$ cat config.mk
export PLATFORM = sky130hd
export DESIGN_NAME = hazard_ctrl
export DESIGN_NICKNAME = d
export VERILOG_FILES = /design/src/rtl/hazard_ctrl.sv
export SDC_FILE = /design/constraint.sdc
export NUM_CORES = 1
export LEC_CHECK = 0
export CAP_MARGIN = 40
export CORE_ASPECT_RATIO = 1.75
export CORE_MARGIN = 2
export CORE_UTILIZATION = 41
export CTS_BUF_LIST = sky130_fd_sc_hd__clkbuf_8
export DETAILED_ROUTE_END_ITERATION = 8
export PLACE_DENSITY = 0.82
export SLEW_MARGIN = 25
export SYNTH_ARGS = -nofsm -noshare
export SYNTH_HDL_FRONTEND = slang
export SYNTH_SLANG_ARGS = --single-unit
$ cat constraint.sdc
create_clock -name clock -period 2.7 [get_ports clock]
set_clock_uncertainty 0.2 [all_clocks]
set_input_delay 0.405 -clock clock [delete_from_list [all_inputs] [get_ports clock]]
set_output_delay 0.405 -clock clock [all_outputs]
set_load 0.05 [all_outputs]
$ cat src/rtl/hazard_ctrl.sv
// hazard_ctrl
//   Pipeline hazard and sequencing controller for the 5-stage core.
//   Drives the stall enables and synchronous clears of the IF/ID, ID/EX and
//   EX/MEM registers and produces the EX-stage forwarding selects.
//   Sequences a post-reset flush, load-use stalls / branch flushes, and
//   multi-cycle EX operations that occupy EX for MC_LAT cycles.
//
// Handshake: there is no valid/ready traffic here. Every stall/flush output is
//   a level that the pipeline registers sample at the same rising edge of
//   `clock`; a stall holds the register, a flush clears it, and the two are
//   never asserted together on the same register.
//
// Ports
//   clock, reset                 clock (rising edge), async active-high reset
//   rs1_d, rs2_d                 sources of the instruction in ID
//   rs1_e, rs2_e, rd_e           sources/destination of the instruction in EX
//   mem_to_reg_e                 instruction in EX is a load
//   reg_write_m, rd_m            MEM-stage writeback enable / destination
//   reg_write_w, rd_w            WB-stage writeback enable / destination
//   branch_taken_e               PC redirect resolved in EX
//   mc_start_e                   instruction in EX is multi-cycle
//   stall_f, stall_d, stall_e    hold PC, IF/ID, ID/EX
//   flush_d, flush_e, flush_m    clear IF/ID, ID/EX, EX/MEM
//   fwd_a_e, fwd_b_e             00 regfile, 10 MEM result, 01 WB result
//   mc_busy                      multi-cycle wait in progress
//   dbg_state                    current FSM state (0 STARTUP, 1 RUN, 2 MC_WAIT)
module hazard_ctrl #(
  parameter int REG_W          = 5,
  parameter int MC_LAT         = 4,
  parameter int STARTUP_CYCLES = 2
) (
  input  logic             clock,
  input  logic             reset,
  input  logic [REG_W-1:0] rs1_d,
  input  logic [REG_W-1:0] rs2_d,
  input  logic [REG_W-1:0] rs1_e,
  input  logic [REG_W-1:0] rs2_e,
  input  logic [REG_W-1:0] rd_e,
  input  logic             mem_to_reg_e,
  input  logic             reg_write_m,
  input  logic [REG_W-1:0] rd_m,
  input  logic             reg_write_w,
  input  logic [REG_W-1:0] rd_w,
  input  logic             branch_taken_e,
  input  logic             mc_start_e,
  output logic             stall_f,
  output logic             stall_d,
  output logic             stall_e,
  output logic             flush_d,
  output logic             flush_e,
  output logic             flush_m,
  output logic [1:0]       fwd_a_e,
  output logic [1:0]       fwd_b_e,
  output logic             mc_busy,
  output logic [1:0]       dbg_state
);

  typedef enum logic [1:0] {
    ST_STARTUP = 2'd0,
    ST_RUN     = 2'd1,
    ST_MC_WAIT = 2'd2
  } state_t;

  localparam logic [7:0] CNT_STARTUP = 8'(STARTUP_CYCLES - 1);
  localparam logic [7:0] CNT_MC      = 8'(MC_LAT - 2);

  state_t     state_q, state_d;
  logic [7:0] cnt_q, cnt_d;
  logic       lw;

  // Load-use: the load in EX writes a register the instruction in ID reads.
  // x0 is never a real dependency.
  assign lw = mem_to_reg_e && (rd_e != '0) &&
              ((rd_e == rs1_d) || (rd_e == rs2_d));

  always_ff @(posedge clock or posedge reset) begin
    if (reset) begin
      state_q <= ST_STARTUP;
      cnt_q   <= CNT_STARTUP;
    end else begin
      state_q <= state_d;
      cnt_q   <= cnt_d;
    end
  end

  always_comb begin
    state_d = state_q;
    cnt_d   = cnt_q;
    stall_f = 1'b0;
    stall_d = 1'b0;
    stall_e = 1'b0;
    flush_d = 1'b0;
    flush_e = 1'b0;
    flush_m = 1'b0;
    mc_busy = 1'b0;

    unique case (state_q)
      ST_STARTUP: begin
        flush_d = 1'b1;
        flush_e = 1'b1;
        flush_m = 1'b1;
        if (cnt_q == 8'd0) state_d = ST_RUN;
        else               cnt_d   = cnt_q - 8'd1;
      end

      ST_RUN: begin
        if (mc_start_e) begin
          // The op's first EX cycle: hold everything upstream and keep a
          // bubble flowing into MEM until the result is ready.
          stall_f = 1'b1;
          stall_d = 1'b1;
          stall_e = 1'b1;
          flush_m = 1'b1;
          cnt_d   = CNT_MC;
          state_d = ST_MC_WAIT;
        end else begin
          flush_d = branch_taken_e;
          flush_e = lw || branch_taken_e;
          // A taken branch discards the dependent instruction anyway, so it
          // overrides the stall and the redirect proceeds.
          stall_f = lw && !branch_taken_e;
          stall_d = lw && !branch_taken_e;
        end
      end

      ST_MC_WAIT: begin
        mc_busy = 1'b1;
        if (cnt_q != 8'd0) begin
          stall_f = 1'b1;
          stall_d = 1'b1;
          stall_e = 1'b1;
          flush_m = 1'b1;
          cnt_d   = cnt_q - 8'd1;
        end else begin
          // Last EX cycle: the op advances to MEM at the end of this cycle.
          state_d = ST_RUN;
        end
      end

      default: begin
        state_d = ST_STARTUP;
        cnt_d   = CNT_STARTUP;
      end
    endcase
  end

  // Forwarding is independent of the FSM; MEM has priority (newer result).
  always_comb begin
    fwd_a_e = 2'b00;
    if (reg_write_m && (rd_m != '0) && (rd_m == rs1_e))      fwd_a_e = 2'b10;
    else if (reg_write_w && (rd_w != '0) && (rd_w == rs1_e)) fwd_a_e = 2'b01;
  end

  always_comb begin
    fwd_b_e = 2'b00;
    if (reg_write_m && (rd_m != '0) && (rd_m == rs2_e))      fwd_b_e = 2'b10;
    else if (reg_write_w && (rd_w != '0) && (rd_w == rs2_e)) fwd_b_e = 2'b01;
  end

  assign dbg_state = state_q;

endmodule

==> metrics.txt <==
# TYPE chip_impl_metric gauge
chip_impl_metric{name="synth_enable_flop_cells",unit=""} 0
chip_impl_metric{name="drv_cap",unit=""} 0
chip_impl_metric{name="power.density",unit="nW/µm²"} 843
chip_impl_metric{name="grt_start_max_net_pins",unit=""} 11
chip_impl_metric{name="share_of_post_route_cells_with_drive_strength_above_1",unit=""} 0.286
chip_impl_metric{name="postRouteWirelength",unit="µm"} 4120
chip_impl_metric{name="power",unit="µW"} 1710
chip_impl_metric{name="antenna_found_initial",unit=""} 0
chip_impl_info{name="critPathSlowestCell",value="dfrtp_1"} 1
chip_impl_metric{name="rows",unit=""} 24
chip_impl_metric{name="antenna_left",unit=""} 0
chip_impl_info{name="setup.worst_path.end_class",value="output pin"} 1
chip_impl_metric{name="setup_ws",unit="ns"} -0.00888
chip_impl_metric{name="wire_length_of_the_first_global_routing_pass",unit="µm"} 6240
chip_impl_metric{name="synth_top_area_share",unit=""} 0.208
chip_impl_metric{name="number_of_cells_produced_by_synthesis",unit=""} 130
chip_impl_info{name="clk_root_buffer_cell",value="clkbuf_8"} 1
chip_impl_metric{name="synth_cell_type_count",unit=""} 34
chip_impl_metric{name="grt_overflow_total",unit=""} 0
chip_impl_metric{name="worst_setup_hold_path_clk_slew",unit="ns"} 0.05
chip_impl_metric{name="worstMarginPinSlew",unit="ns"} 0.527
chip_impl_info{name="rsz0062_at_grt",value="yes"} 1
chip_impl_metric{name="slew_headroom",unit=""} 0.649
chip_impl_metric{name="clock_latency",unit="ns"} 0.24
chip_impl_info{name="path_cells",value="inv_1 -> ha_2 -> or3b_4 -> or2_4 -> a22o_4 -> o21ba_4 -> buf_8"} 1
chip_impl_metric{name="max-vdd-ir-drop",unit="mV"} 0.535
chip_impl_metric{name="min_period",unit="ns"} 2.71
chip_impl_metric{name="synth.avg_cell_area",unit="µm²"} 8.33
chip_impl_info{name="run_status",value="finished with violations"} 1
chip_impl_metric{name="crit_required",unit="ns"} 2.10
chip_impl_metric{name="routed-via-count",unit=""} 1327
chip_impl_metric{name="dp_hpwl",unit="µm"} 3250
chip_impl_metric{name="detail_route.vias_per_cell",unit=""} 5.79
chip_impl_metric{name="crit_fanout",unit=""} 3
chip_impl_info{name="cts_tree",value="done"} 1
chip_impl_metric{name="drc",unit=""} 0
chip_impl_metric{name="core_area",unit="µm²"} 2490
chip_impl_metric{name="die-width",unit="µm"} 42.9
chip_impl_metric{name="num_io_pins",unit=""} 55
chip_impl_metric{name="synthesis.nets",unit=""} 177
chip_impl_metric{name="final_max_slew_viol_count",unit=""} 0
chip_impl_metric{name="final_min_period_over_clock_period",unit=""} 1.00
chip_impl_metric{name="firstDrtPassIters",unit=""} 4
chip_impl_metric{name="max_stage_delay",unit="ns"} 0.39
chip_impl_metric{name="die_height",unit="µm"} 72.0
chip_impl_metric{name="number_of_global_route_vias_before_repair",unit=""} 1383
chip_impl_info{name="worstHoldPathType",value="primary input to asynchronous set/reset pin"} 1
chip_impl_metric{name="final-instance-count-excl-fill",unit=""} 229
chip_impl_metric{name="cts_inserted_buffers",unit=""} 3
chip_impl_metric{name="wl_per_cell",unit="µm"} 18.0
chip_impl_metric{name="setup_viol",unit=""} 1
chip_impl_metric{name="dp_slack",unit="ns"} -0.276
chip_impl_metric{name="initial_utilization",unit=""} 0.435
chip_impl_info{name="synth_area_leaders",value="dfrtp_1 (21%), xor2_1 (19%), ha_1 (5.8%), a21oi_1 (5.1%), or4_1 (4.8%)"} 1
chip_impl_metric{name="max-clock-path-buffers",unit=""} 2
chip_impl_info{name="worstSetupStartpointType",value="flip-flop"} 1
chip_impl_metric{name="diodes",unit=""} 0
chip_impl_info{name="setup.worst_path.class",value="flip-flop to output pin"} 1
chip_impl_metric{name="timing.fmax",unit="GHz"} 0.369
chip_impl_metric{name="place.gp.congestion",unit=""} 0.831
chip_impl_metric{name="global_route.usage.total",unit=""} 0.273
chip_impl_metric{name="worst_r2r_setup_slack",unit="ns"} 0.25
chip_impl_metric{name="yosysWarningCount",unit=""} 0
chip_impl_metric{name="yosysSeqAreaShare",unit=""} 0.232
chip_impl_metric{name="final_hold_viol_count",unit=""} 0
chip_impl_metric{name="cts_num_sinks",unit=""} 10
chip_impl_metric{name="die_area",unit="µm²"} 3090
chip_impl_info{name="post-synth-top-area-cell",value="dfrtp_1"} 1
chip_impl_metric{name="drt_first_iter_violations",unit=""} 52
chip_impl_metric{name="power.leakage",unit="µW"} 0.000855
chip_impl_metric{name="syn_to_final_growth",unit="%"} 87.4
chip_impl_metric{name="postSynth.asyncResetShare",unit=""} 1.00
chip_impl_info{name="synth_flop_cell",value="dfrtp_1"} 1
chip_impl_metric{name="mappedNetlistArea",unit="µm²"} 1080
chip_impl_metric{name="crit_arrival",unit="ns"} 2.10
chip_impl_metric{name="port_buffers",unit=""} 54
chip_impl_metric{name="cts_htree_levels",unit=""} 1
chip_impl_metric{name="fin_hold_ws",unit="ns"} 0.249
chip_impl_metric{name="ys_seq_elements",unit=""} 10
chip_impl_metric{name="final_net_count",unit=""} 251
chip_impl_metric{name="dp_cells",unit=""} 222
chip_impl_info{name="failed_checks",value="negative setup slack"} 1
-- worst paths after layout --
| check | start | cells past startpoint | endpoint |
|---|---|---|---|
| worst max register to register | cnt_q[1] | 8 | cnt_q[2] |
| max in group asynchronous | reset | 2 | cnt_q[0] |
| worst max-delay path | cnt_q[1] | 7 | flush_m |
| worst min register to register | cnt_q[0] | 2 | cnt_q[0] |
| min in group clock | cnt_q[0] | 2 | cnt_q[0] |
| worst min-delay path | reset | 2 | cnt_q[1] |
-- logic make-up (layout without fill, tap and decap cells) --
group	Yosys count	in the layout	synth area share
muxes	1	1	0.00924
xor gates and xnor gates	30	30	0.242
AOI/OAI and AO/OA	31	31	0.180
DFF	10	10	0.232
adders and majority gates	5	5	0.0577
buffers and inverters	8	81	0.0323
and+or+nand+nor	45	45	0.246
-- layout make-up --
| type | count | area (µm²) |
|---|---|---|
| clock inverter | 1 | 3.75 |
| multi-input combinational | 112 | 957 |
| inverter | 6 | 22.5 |
| tap | 26 | 32.5 |
| fill | 152 | 462 |
| timing repair buffer | 71 | 719 |
| sequential | 10 | 254 |
| clock buffer | 3 | 41.3 |
-- flip-flops by register name (all words and copies together), names as in the netlist --
register,cells
dbg_state,2
cnt_q,8
-- cell usage after synthesis (2+ instances only) --
cell type	instances
ha_1	5
nor2b_1	2
a21oi_1	11
nor4_1	4
xnor2_1	6
nand3_1	2
or4_1	7
or3_1	8
a22o_1	2
xor2_1	24
dfrtp_1	9
o21ai_1	8
nand2_1	4
o21ai_0	4
nor2_1	7
inv_1	6
nor3_1	4
-- worst max-delay path, delay by kind of cell, from the launching register on --
family | cells | cell delay, ns
AND/OR/NAND/NOR | 2 | 0.63
flip-flops | 1 | 0.39
buffers and inverters | 2 | 0.22
adder cells (fa/ha/maj) | 1 | 0.18
AO/OA/AOI/OAI | 2 | 0.44
-- metrics by stage --
step                      utilization  setup TNS (ns)  cell area [µm²]
after floorplan                     -          -0.233             1140
after global placement          0.741          -0.232             1850
after detailed placement        0.741          -0.634             1850
after CTS                       0.789               0             1970
after global routing            0.815         -0.0598             2030
final                           0.815        -0.00888             2030
-- cells in the final DEF, fill, tap and decap left out, types with 2 or more instances in the layout --
cell type / count
buf_4: 16
buf_6: 5
a21oi_1: 11
or3_1: 8
inv_1: 7
ha_1: 4
xor2_1: 24
nor2_1: 7
clkdlybuf4s50_1: 31
dlygate4sd2_1: 12
nor3_1: 4
or4_1: 3
clkbuf_8: 3
o21ai_1: 5
xnor2_2: 2
nor2b_1: 2
o21ai_2: 2
xnor2_1: 4
nand2_1: 4
nor4_4: 4
dfrtp_2: 2
or4_4: 5
dfrtp_1: 7
o21ai_0: 4
buf_12: 5
-- layer usage --
metal | wire [µm] | global-route usage
met1 | 1130 | 0.193
met2 | 2450 | 0.586
met3 | 283 | 0.0547
met4 | 256 | 0.167
met5 | 0 | 0
-- timing repair --
action | 4_1_cts | 5_1_grt
setup buffers | 2 | 2
resized for setup | 27 | 13
hold buffers | 0 | 0
endpoints found under the setup margin | 8 | 6
pin swaps | 11 | 8
-- power breakdown --
group / switching, µW / internal, µW / leakage, µW / total, µW
clock network: 61.4 / 99.8 / 0.0000269 / 161
logic: 699 / 564 / 0.000703 / 1260
registers: 67.9 / 219 / 0.000125 / 287
Note: power is estimated with default switching activity, not from simulation.
